<file path="config.mk">
export PLATFORM = sky130hd
export DESIGN_NAME = branch_resolve_ctrl
export DESIGN_NICKNAME = d
export VERILOG_FILES = /design/src/rtl/branch_resolve_ctrl.sv
export SDC_FILE = /design/constraint.sdc
export NUM_CORES = 1
export LEC_CHECK = 0
export CAP_MARGIN = 20
export CORE_UTILIZATION = 52
export DETAILED_ROUTE_END_ITERATION = 16
export PLACE_DENSITY_LB_ADDON = 0.2
export SLEW_MARGIN = 40
export SYNTH_ARGS = -nofsm -noshare
export SYNTH_HDL_FRONTEND = slang
export SYNTH_SLANG_ARGS = --single-unit
</file>
<file path="constraint.sdc">
create_clock -name clk_i -period 5.6 [get_ports clk_i]
set_input_delay 1.68 -clock clk_i [delete_from_list [all_inputs] [get_ports clk_i]]
set_output_delay 1.68 -clock clk_i [all_outputs]
set_load 0.005 [all_outputs]
</file>
<file path="src/rtl/branch_resolve_ctrl.sv">
// rtl/branch_resolve_ctrl.sv - EX-stage branch resolve, redirect and flush sequencer (optional stats: BRANCH_STATS_EN)
module branch_resolve_ctrl #(
  parameter int unsigned FLUSH_CYCLES = 2,
  parameter int unsigned CNT_W        = 32
) (
  input  logic             clk_i,
  input  logic             rst_ni,
  input  logic             req_valid_i,
  output logic             req_ready_o,
  input  logic [2:0]       funct3_i,
  input  logic             is_jal_i,
  input  logic             is_jalr_i,
  input  logic [31:0]      pc_i,
  input  logic [31:0]      rs1_data_i,
  input  logic [31:0]      imm_i,
  input  logic             pred_taken_i,
  output logic             br_unsigned_o,
  input  logic             br_less_i,
  input  logic             br_equal_i,
  input  logic             br_greater_i,
  output logic             res_valid_o,
  output logic             res_taken_o,
  output logic [31:0]      res_target_o,
  output logic             illegal_o,
  output logic             redirect_valid_o,
  output logic [31:0]      redirect_pc_o,
  output logic             flush_o,
  output logic [CNT_W-1:0] br_count_o,
  output logic [CNT_W-1:0] mispred_count_o
);

  localparam int unsigned FC_W = (FLUSH_CYCLES > 1) ? $clog2(FLUSH_CYCLES) : 1;

  typedef enum logic {IDLE, FLUSH} state_e;

  state_e            state_q, state_d;
  logic [FC_W-1:0]   flush_cnt_q, flush_cnt_d;
  logic              res_valid_q, res_valid_d;
  logic              res_taken_q, res_taken_d;
  logic [31:0]       res_target_q, res_target_d;
  logic              illegal_q, illegal_d;
  logic              redirect_valid_q, redirect_valid_d;
  logic [31:0]       redirect_pc_q, redirect_pc_d;

  logic              accept;
  logic              taken_c;
  logic              illegal_c;
  logic              mispred_c;
  logic [31:0]       target_c;
  logic [31:0]       next_pc_c;

  // Only less/equal are needed to resolve every RV32I condition.
  logic unused_flags;
  assign unused_flags = br_greater_i;

  assign br_unsigned_o = funct3_i[1];
  assign req_ready_o   = (state_q == IDLE);
  assign accept        = req_valid_i && req_ready_o;

  // Resolve direction and target of the instruction currently in EX.
  always_comb begin
    taken_c   = 1'b0;
    illegal_c = 1'b0;
    target_c  = pc_i + imm_i;
    if (is_jalr_i) begin
      taken_c  = 1'b1;
      target_c = (rs1_data_i + imm_i) & ~32'h1;
    end else if (is_jal_i) begin
      taken_c = 1'b1;
    end else begin
      case (funct3_i)
        3'b000:         taken_c = br_equal_i;
        3'b001:         taken_c = !br_equal_i;
        3'b100, 3'b110: taken_c = br_less_i;
        3'b101, 3'b111: taken_c = !br_less_i;
        default:        illegal_c = 1'b1;
      endcase
    end
    next_pc_c = taken_c ? target_c : (pc_i + 32'd4);
    mispred_c = is_jalr_i || (taken_c != pred_taken_i);
  end

  // Next-state for the IDLE/FLUSH sequencer and the registered result/redirect outputs.
  always_comb begin
    state_d          = state_q;
    flush_cnt_d      = flush_cnt_q;
    res_valid_d      = accept;
    res_taken_d      = res_taken_q;
    res_target_d     = res_target_q;
    illegal_d        = illegal_q;
    redirect_valid_d = accept && mispred_c;
    redirect_pc_d    = redirect_pc_q;
    case (state_q)
      IDLE: begin
        if (accept) begin
          res_taken_d  = taken_c;
          res_target_d = target_c;
          illegal_d    = illegal_c;
          if (mispred_c) begin
            redirect_pc_d = next_pc_c;
            state_d       = FLUSH;
            flush_cnt_d   = FC_W'(FLUSH_CYCLES - 1);
          end
        end
      end
      FLUSH: begin
        if (flush_cnt_q == '0) state_d = IDLE;
        else                   flush_cnt_d = flush_cnt_q - FC_W'(1);
      end
      default: state_d = IDLE;
    endcase
  end

  // State and output registers; reset overrides an in-progress flush.
  always_ff @(posedge clk_i) begin
    if (!rst_ni) begin
      state_q          <= IDLE;
      flush_cnt_q      <= '0;
      res_valid_q      <= 1'b0;
      res_taken_q      <= 1'b0;
      res_target_q     <= '0;
      illegal_q        <= 1'b0;
      redirect_valid_q <= 1'b0;
      redirect_pc_q    <= '0;
    end else begin
      state_q          <= state_d;
      flush_cnt_q      <= flush_cnt_d;
      res_valid_q      <= res_valid_d;
      res_taken_q      <= res_taken_d;
      res_target_q     <= res_target_d;
      illegal_q        <= illegal_d;
      redirect_valid_q <= redirect_valid_d;
      redirect_pc_q    <= redirect_pc_d;
    end
  end

  assign flush_o          = (state_q == FLUSH);
  assign res_valid_o      = res_valid_q;
  assign res_taken_o      = res_taken_q;
  assign res_target_o     = res_target_q;
  assign illegal_o        = illegal_q;
  assign redirect_valid_o = redirect_valid_q;
  assign redirect_pc_o    = redirect_pc_q;

`ifdef BRANCH_STATS_EN
  logic [CNT_W-1:0] br_cnt_q, br_cnt_d;
  logic [CNT_W-1:0] mis_cnt_q, mis_cnt_d;

  // Saturating counts of resolved requests and mispredicts.
  always_comb begin
    br_cnt_d  = br_cnt_q;
    mis_cnt_d = mis_cnt_q;
    if (accept && (br_cnt_q != '1))              br_cnt_d  = br_cnt_q + CNT_W'(1);
    if (accept && mispred_c && (mis_cnt_q != '1)) mis_cnt_d = mis_cnt_q + CNT_W'(1);
  end

  // Statistics registers.
  always_ff @(posedge clk_i) begin
    if (!rst_ni) begin
      br_cnt_q  <= '0;
      mis_cnt_q <= '0;
    end else begin
      br_cnt_q  <= br_cnt_d;
      mis_cnt_q <= mis_cnt_d;
    end
  end

  assign br_count_o      = br_cnt_q;
  assign mispred_count_o = mis_cnt_q;
`else
  assign br_count_o      = '0;
  assign mispred_count_o = '0;
`endif

endmodule

</file>
==> metrics.cfg, run 1 <==
[timing]
rsz0062_at_grt = no
final_max_slew_viol_count = 0
slew_headroom_pct = 50.9
timing.final.crit_share_pct = 88.0
tns_ps = 0
finalClockSkew_ps = 3.17
max_clock_freq_mhz = 203
tightest_slew_ps = 729
finalSetupViolCount = 0
finalHoldViolCount = 0
period_minus_slack_ps = 4930

[setup_path]
crit_arrival_ps = 5170
crit_required_ps = 5840
crit_type = primary input to flip-flop
reg2regPathDepth = 7
path_cells = clkdlybuf4s50_1, and2_1, fa_1, a211oi_1, o21bai_1, a31o_2, a2111o_1, a311oi_1, o31ai_1, xor2_1, nand2_1, a311oi_2
cp-start-kind = primary input
crit_slowest_cell = clkdlybuf4s50_1
critPathCaptureType = flip-flop
crit_fanout = 3
slowest_delay_ps = 460

[cts]
hold_buffers = 0
cts.repair.resized = 0
cts_num_sinks = 70
cts_setup_buffers = 0
cts_root_buf = clkbuf_16
cts_tree = done
clk_pin_slew_ps = 50
worstSkewPairLatency_ps = 330
htreeDepth = 3
cts_buffer_depth = 2
numCtsBuffers = 9

[layout]
n_antenna_cell = 0
final_cell_mix = clkdlybuf4s50_1 (176), a21oi_1 (101), nand2_1 (98), nor2_1 (80), dfxtp_1 (70)
final_common_cell = clkdlybuf4s50_1
layout-drive-gt1-share_pct = 4.47
syn2layout_area_growth_pct = 26.9
nets = 1330
nFillCells = 1265

[global_routing]
grt_pass1_vias = 6924
grt_use_total_pct = 31.5
grt.overflow.total = 0
met2_usage_pct = 46.7
grt_max_degree = 52
use_met3_pct = 5.81
busiest_layer = met2
grt_use_met1_pct = 46.6
grt_pass1_wl_um = 36300
antenna_found_initial = 0

[synthesis]
async_reset_ff_share_pct = 0
synth_edf_count = 0
yosysSeqAreaShare_pct = 18.8
synth_area_um2 = 7440
yosysUniqueCellTypes = 76
synth_flop_cell = dfxtp_1
synth_cells = 1001
yosys_warnings = 0
avgSynthCellArea_um2 = 7.44
ys_seq_elements = 70

[placed_design]
hpwl_um = 18900
place_congestion = 0.947
portBuffers = 177

[drt]
drc = 0
wire_per_inst_um = 17.6
drt_first_pass_iters = 5
wl_um = 23700
vias_per_cell = 5.93
drtIter0Drc = 893
via_count = 7964
postRouteAntennaNets = 0

[die]
die-area_um2 = 14800
io_pins = 243
core_area_um2 = 13900
start_util_pct = 53.4
num_rows = 43
die_h_um = 122
dieWidth_um = 122

[power_and_ir_drop]
seqPwrFrac_pct = 27.4
switching_share_pct = 33.7
power_frac_comb_pct = 41.6
power_density_nw_per_um2 = 226
p_leak_nw = 3.99
power_w = 0.00213
p_int_w = 0.00142
clock_power_share_pct = 31.0
peakVddDrop_uv = 161
p_switching_w = 0.000718

[run_status]
status = complete, no violations

[min_path]
hold_path_depth = 2
hp-class = flip-flop to flip-flop

[run]
maxCapViolCount = 0

## cell usage after synthesis (7+ instances only)
master    instances  area share (%)
a21oi_1         101             6.8
nand2_1          98             4.9
nor2_1           80             4.0
buf_4            71             7.2
dfxtp_1          70              19
ha_1             62              10
o21ai_0          62             4.2
nand3_1          41             2.8
a21o_1           40             4.0
xnor2_1          40             4.7
xor2_1           33             3.9
a211oi_1         30             3.0
clkbuf_1         22             1.1
a31oi_1          19             1.6
nor3_1           18             1.2
and3_1           17             1.4
inv_1            16            0.81
nand4_1          11            0.92
mux2i_1          10             1.3
and2_1            9            0.76
o21bai_1          8            0.81
nand2b_1          7            0.59
o21a_1            7            0.71
or3_1             7            0.59
## cells by family (layout without fill, tap and decap cells)
| family | after synthesis | in the layout | share of synthesized area [%] |
|---|---|---|---|
| adder cells (fa/ha/maj) | 64 | 64 | 11.0 |
| flip-flops | 70 | 70 | 18.8 |
| AO/OA/AOI/OAI | 336 | 336 | 29.4 |
| multiplexers | 13 | 13 | 1.80 |
| AND/OR/NAND/NOR | 317 | 317 | 20.1 |
| buffers and inverters | 127 | 226 | 10.3 |
| other | 1 | 64 | 0.0504 |
| XOR/XNOR | 73 | 73 | 8.59 |
## per-stage QoR
| stage | util (%) | hold WS (ps) | setup slack (ps) | area (µm²) | cells |
|---|---|---|---|---|---|
| 4_1_cts | 67.8 | 441 | 752 | 9440 | 1343 |
| 3_3_place_gp | 65.3 | 430 | 490 | 9090 | 1327 |
| 3_5_place_dp | 65.3 | 433 | 436 | 9090 | 1327 |
| 5_1_grt | 67.8 | 473 | 508 | 9440 | 1343 |
| 2_1_floorplan | - | 435 | 1460 | 7680 | 1064 |
| 6_report | 67.8 | 440 | 670 | 9440 | 1343 |
## final cells by class
| class | instances | area (µm²) | share of cell area, % |
|---|---|---|---|
| multi-input cells | 867 | 5520 | 58.5 |
| repair buffers | 191 | 1870 | 19.8 |
| flip-flops and latches | 70 | 1400 | 14.8 |
| clock buffers | 13 | 260 | 2.76 |
| well taps | 180 | 225 | 2.38 |
| clock inverters | 3 | 90.1 | 0.954 |
| inverters | 19 | 71.3 | 0.755 |
## metal layers
metal | vias up | wire length [µm] | share of wire (%)
met1 | 3648 | 11000 | 46
met5 | - | 0 | 0
met3 | 32 | 2320 | 9.8
li1 | 3855 | - | -
met2 | 429 | 10000 | 42
met4 | 0 | 337 | 1.4
## sequential cells by signal, indices dropped and copies added (netlist names)
name,count
flush_cnt_q,1
flush_o,1
illegal_o,1
redirect_pc_o,32
redirect_valid_o,1
res_taken_o,1
res_target_o,32
res_valid_o,1
## power groups by stage
stage | sequential (W) | clock, W | combinational [W]
6_report | 0.000585 | 0.000661 | 0.000888
5_1_grt | 0.000590 | 0.000682 | 0.000967
3_3_place_gp | 0.000594 | 0 | 0.000855
4_1_cts | 0.000585 | 0.000662 | 0.000870
2_1_floorplan | 0.000591 | 0 | 0.000543
3_5_place_dp | 0.000595 | 0 | 0.000863
## path summary, 6_finish.rpt
check,start,end,slack (ps)
worst max-delay path,imm_i[0],redirect_pc_o[28],670
worst min-delay path,redirect_pc_o[26],redirect_pc_o[26],440
worst max register to register,flush_o,redirect_pc_o[25],3520
worst min register to register,redirect_pc_o[26],redirect_pc_o[26],440
## worst max-delay path, delay by kind of cell
family,cells,cell delay [ps]
compound gates,7,2010
buf+inv,1,460
fa+ha+maj,1,420
simple gates,2,330
xor+xnor,1,260
Power figures use the tool's default switching activity.
==> run 2: changes to the inputs <==
==> constraint.sdc (replaced) <==
create_clock -name clk_i -period 5.6 [get_ports clk_i]
set_input_delay 1.12 -clock clk_i [delete_from_list [all_inputs] [get_ports clk_i]]
set_output_delay 1.12 -clock clk_i [all_outputs]
set_load 0.005 [all_outputs]
==> run 2 against run 1 <==
Effect of this change:
- final cell count fell by 0.37%
- utilization fell by 0.22 points
- wire length fell by 1.2%
==> metrics.cfg, run 2 (synthesized netlist as in run 1, its figures left out) <==
[run_status]
status = complete, no violations

[layout]
multi_input_area_um2 = 5530
nets = 1325
final_common_cell = clkdlybuf4s50_1
final_util_pct = 67.5
ff_latch_area_um2 = 1400
final_cell_mix = clkdlybuf4s50_1 (176), a21oi_1 (101), nand2_1 (97), nor2_1 (80), dfxtp_1 (70)
n_antenna_cell = 0
layout-drive-gt1-share_pct = 4.32
syn2layout_area_growth_pct = 26.4
nFillCells = 1264

[setup_path]
rrSetupSlack_ps = 3440
crit_arrival_ps = 4760
critPathCaptureType = flip-flop
reg2regPathDepth = 6
cp-start-kind = primary input
crit_type = primary input to flip-flop
rr_startpoint = flush_o
reg2reg_to = redirect_pc_o[25]
crit_required_ps = 5880
crit_fanout = 3

[drt]
postRouteAntennaNets = 0
drc = 0
drtIter0Drc = 782
via_count = 7910
vias_per_cell = 5.91
wl_um = 23400
drt_first_pass_iters = 5
wire_per_inst_um = 17.5

[min_path]
hold_path_depth = 2
hp-class = flip-flop to flip-flop
min-delay-start = redirect_pc_o[26]
hold_end = redirect_pc_o[26]

[cts]
hold_buffers = 0
clk_pin_slew_ps = 50
cts_num_sinks = 70
cts_root_buf = clkbuf_16
cts_buffer_depth = 2
numCtsBuffers = 9
htreeDepth = 3
cts_tree = done
cts.repair.resized = 0
worstSkewPairLatency_ps = 330
cts_setup_buffers = 0

[timing]
whs_ps = 436
tightest_slew_ps = 801
timing.final.crit_share_pct = 80.0
finalHoldViolCount = 0
final_max_slew_viol_count = 0
finalSetupViolCount = 0
fin_ws_ps = 1120
period_minus_slack_ps = 4480
tns_ps = 0
max_clock_freq_mhz = 223
finalClockSkew_ps = 2.27
slew_headroom_pct = 46.6
rsz0062_at_grt = no

[power_and_ir_drop]
seqPwrFrac_pct = 27.5
p_leak_nw = 3.97
switching_share_pct = 34.6
power_frac_comb_pct = 41.6
peakVddDrop_uv = 181
p_switching_w = 0.000736
p_int_w = 0.00139
clock_power_share_pct = 30.9
power_density_nw_per_um2 = 226

[die]
num_rows = 43
die-area_um2 = 14800
io_pins = 243
core_area_um2 = 13900
dieWidth_um = 122
die_h_um = 122
start_util_pct = 53.4

[global_routing]
grt_max_degree = 58
grt_pass1_wl_um = 36000
grt.overflow.total = 0
antenna_found_initial = 0
grt_use_total_pct = 31.3
grt_pass1_vias = 6807

[placed_design]
dp_slack_ps = 914
place_congestion = 0.939
portBuffers = 177
hpwl_um = 18800

[run]
maxCapViolCount = 0

## run 2: changes by cell type in the layout (fill, tap and decap cells not counted), sizes merged
cell    delta
inv        +1
clkbuf     -4
buf        -5
clkinv     +3
## run 2: stage by stage
stage / power, W / instance area [µm²] / std cells
after global placement: 0.00144 / 9060 / 1322
final: 0.00213 / 9410 / 1338
after floorplan: 0.00113 / 7680 / 1064
after global routing: 0.00223 / 9410 / 1338
after detailed placement: 0.00145 / 9060 / 1322
after CTS: 0.00211 / 9410 / 1338
## run 2: worst max-delay path: stages
cell             delay [ps]
clkdlybuf4s50_1         450
and2_1                  170
fa_1                    420
a211oi_1                380
o21bai_1                200
a31o_2                  250
a211oi_1                450
or4b_1                  220
a31oi_1                 100
o21a_1                  180
o21ai_0                 560
a32o_1                  260
## run 2: layout make-up
class	count	area share [%]
clock buffer	9	2.39
tap	180	2.39
timing repair buffer	186	19.5
clock inverter	7	1.29
sequential	70	14.9
inverter	19	0.758
multi-input combinational	867	58.8
## run 2: worst max path at each step
stage                             start  slack (ps)                 to
after floorplan           rs1_data_i[0]        2020  redirect_pc_o[28]
after global placement         imm_i[0]         930  redirect_pc_o[30]
after detailed placement       imm_i[0]         910  redirect_pc_o[30]
after CTS                      imm_i[0]        1250  redirect_pc_o[30]
after global routing            pc_i[4]        1000  redirect_pc_o[19]
final                          imm_i[0]        1120  redirect_pc_o[30]
## run 2: metal layers
metal	wire [µm]	track usage, %	vias up
met5	0	0	-
met4	349	7.41	0
met3	2180	5.20	25
met2	9710	46.2	377
met1	11100	46.7	3645
li1	-	-	3863
## run 2: power by group through the flow
stage,clock network (W),logic [W],registers [W]
finish,0.000658,0.000884,0.000584
floorplan,0,0.000543,0.000591
global route,0.000675,0.000965,0.000589
detailed placement,0,0.000859,0.000594
global placement,0,0.000851,0.000593
CTS,0.000658,0.000865,0.000584
==> run 3: changes to the inputs <==
--- a/config.mk
+++ b/config.mk
@@ -6,7 +6,7 @@
 export NUM_CORES = 1
 export LEC_CHECK = 0
 export CAP_MARGIN = 20
-export CORE_UTILIZATION = 52
+export CORE_UTILIZATION = 43
 export DETAILED_ROUTE_END_ITERATION = 16
 export PLACE_DENSITY_LB_ADDON = 0.2
 export SLEW_MARGIN = 40
==> constraint.sdc (replaced) <==
create_clock -name clk_i -period 3.8 [get_ports clk_i]
set_input_delay 0.76 -clock clk_i [delete_from_list [all_inputs] [get_ports clk_i]]
set_output_delay 0.76 -clock clk_i [all_outputs]
set_load 0.005 [all_outputs]
==> run 3 against run 2 <==
Effect of this change:
- critical endpoint is now res_target_o[31]
- register-to-register slack worse by 1600 ps
- utilization down 5.3 points
- clock-buffer cell count unchanged
- largest power group unchanged
==> metrics.cfg, run 3 (synthesized netlist as in run 1, its figures left out) <==
[run_status]
status = complete, no violations

[timing]
fin_ws_ps = 155
whs_ps = 440
slew_headroom_pct = 60.8
finalHoldViolCount = 0
timing.final.crit_share_pct = 95.9
max_clock_freq_mhz = 274
finalClockSkew_ps = 2.60
tightest_slew_ps = 585
finalSetupViolCount = 0
rsz0062_at_grt = no
period_minus_slack_ps = 3640
final_max_slew_viol_count = 0

[cts]
numCtsBuffers = 9
htreeDepth = 3
cts_tree = done
cts_num_sinks = 70
clk_pin_slew_ps = 60
worstSkewPairLatency_ps = 330
cts_root_buf = clkbuf_16
cts_buffer_depth = 2

[layout]
final_common_cell = clkdlybuf4s50_1
nFillCells = 1564
layout-drive-gt1-share_pct = 14.6
syn2layout_area_growth_pct = 40.2
stdcell_count = 1513
multi_input_area_um2 = 5550
n_antenna_cell = 0
ff_latch_area_um2 = 1400
final_cell_mix = clkdlybuf4s50_1 (176), buf_4 (145), a21oi_1 (101), nand2_1 (98), nor2_1 (80)
nets = 1461

[min_path]
hold_path_depth = 2
min-delay-start = redirect_pc_o[26]
hp-class = flip-flop to flip-flop
hold_end = redirect_pc_o[26]

[global_routing]
grt_max_degree = 58
grt.overflow.total = 0
grt_pass1_vias = 7560
grt_use_total_pct = 27.7
grt_pass1_wl_um = 39300
antenna_found_initial = 0

[drt]
postRouteAntennaNets = 0
drc = 0
wire_per_inst_um = 16.5
via_count = 8441
wl_um = 25000
drt_first_pass_iters = 5
vias_per_cell = 5.58
drtIter0Drc = 816

[setup_path]
crit_type = primary input to flip-flop
path_cells = clkdlybuf4s50_1, buf_4, ha_1, buf_4, a211oi_1, o31a_1, nor3_1, buf_4, o211ai_1, a21oi_1, o211a_1, a211oi_1, buf_4, mux2i_1, nand3_1
cp-start-kind = primary input
rrSetupSlack_ps = 1810
crit_required_ps = 4020
reg2reg_to = redirect_pc_o[3]
crit_buf_inv = 5
slowest_delay_ps = 420
crit_arrival_ps = 3860
path_delay_family = compound AO/OA/AOI/OAI gates
crit_fanout = 4
rr_startpoint = flush_o
critPathCaptureType = flip-flop
crit_slowest_cell = clkdlybuf4s50_1
crit_top_cell = buf_4
reg2regPathDepth = 7

[power_and_ir_drop]
p_leak_nw = 4.60
power_density_nw_per_um2 = 302
power_w = 0.00316
peakVddDrop_uv = 254

[placed_design]
portBuffers = 177
hpwl_um = 20900
dp.cells = 1498
place_congestion = 0.913
dp_slack_ps = -271

[die]
io_pins = 243
start_util_pct = 44.4
die_h_um = 134
core_area_um2 = 16800
num_rows = 47
die-area_um2 = 17800
dieWidth_um = 134

[run]
maxCapViolCount = 0

## run 3: worst max-delay path by stage
| stage | from | end | cells after the start |
|---|---|---|---|
| 4_1_cts | rs1_data_i[0] | redirect_pc_o[24] | 13 |
| 2_1_floorplan | rs1_data_i[0] | redirect_pc_o[28] | 11 |
| 5_1_grt | imm_i[7] | redirect_pc_o[30] | 13 |
| 3_5_place_dp | rs1_data_i[0] | redirect_pc_o[24] | 13 |
| 6_report | imm_i[0] | res_target_o[31] | 15 |
| 3_3_place_gp | pc_i[4] | res_target_o[27] | 13 |
## run 3: timing repair
action	in CTS	in global routing
hold buffers	0	0
resized for setup	0	6
endpoints found under the setup margin	0	9
setup buffers	0	0
hold endpoints to repair	0	0
## run 3: power breakdown
part	internal (W)	total, W	switching (W)
clock network	0.000502	0.000815	0.000313
logic	0.000732	0.00148	0.000747
registers	0.000813	0.000863	0.0000496
total	0.00205	0.00316	0.00111
## run 3: worst min-delay path: stages, from the launching register on
cell and delay (ps):
dfxtp_1 310, nand2_1 50, nand2_1 40
## run 3: per-layer routing
| layer | track usage [%] | vias to the layer above | part of all wire [%] |
|---|---|---|---|
| met3 | 2.47 | 30 | 8.7 |
| met1 | 40.6 | 3842 | 46 |
| li1 | - | 4139 | - |
| met2 | 43.5 | 430 | 43 |
| met4 | 6.57 | 0 | 1.5 |
| met5 | 0 | - | 0 |
## run 3: cell type report
type                            instances  area share, %
Clock inverter                          6          0.611
Timing Repair Buffer                  322           27.3
Sequential cell                        70           13.4
Tap cell                              220           2.64
Inverter                               19          0.683
Multi-Input combinational cell        867           53.1
Clock buffer                            9           2.16
## run 3: metrics by stage
step	setup TNS, ps	cell area (µm²)	utilization [%]
floorplan	0	7680	-
global placement	-2380	10100	60.4
detailed placement	-2650	10100	60.4
CTS	0	10400	62.2
global route	0	10400	62.3
finish	0	10400	62.3
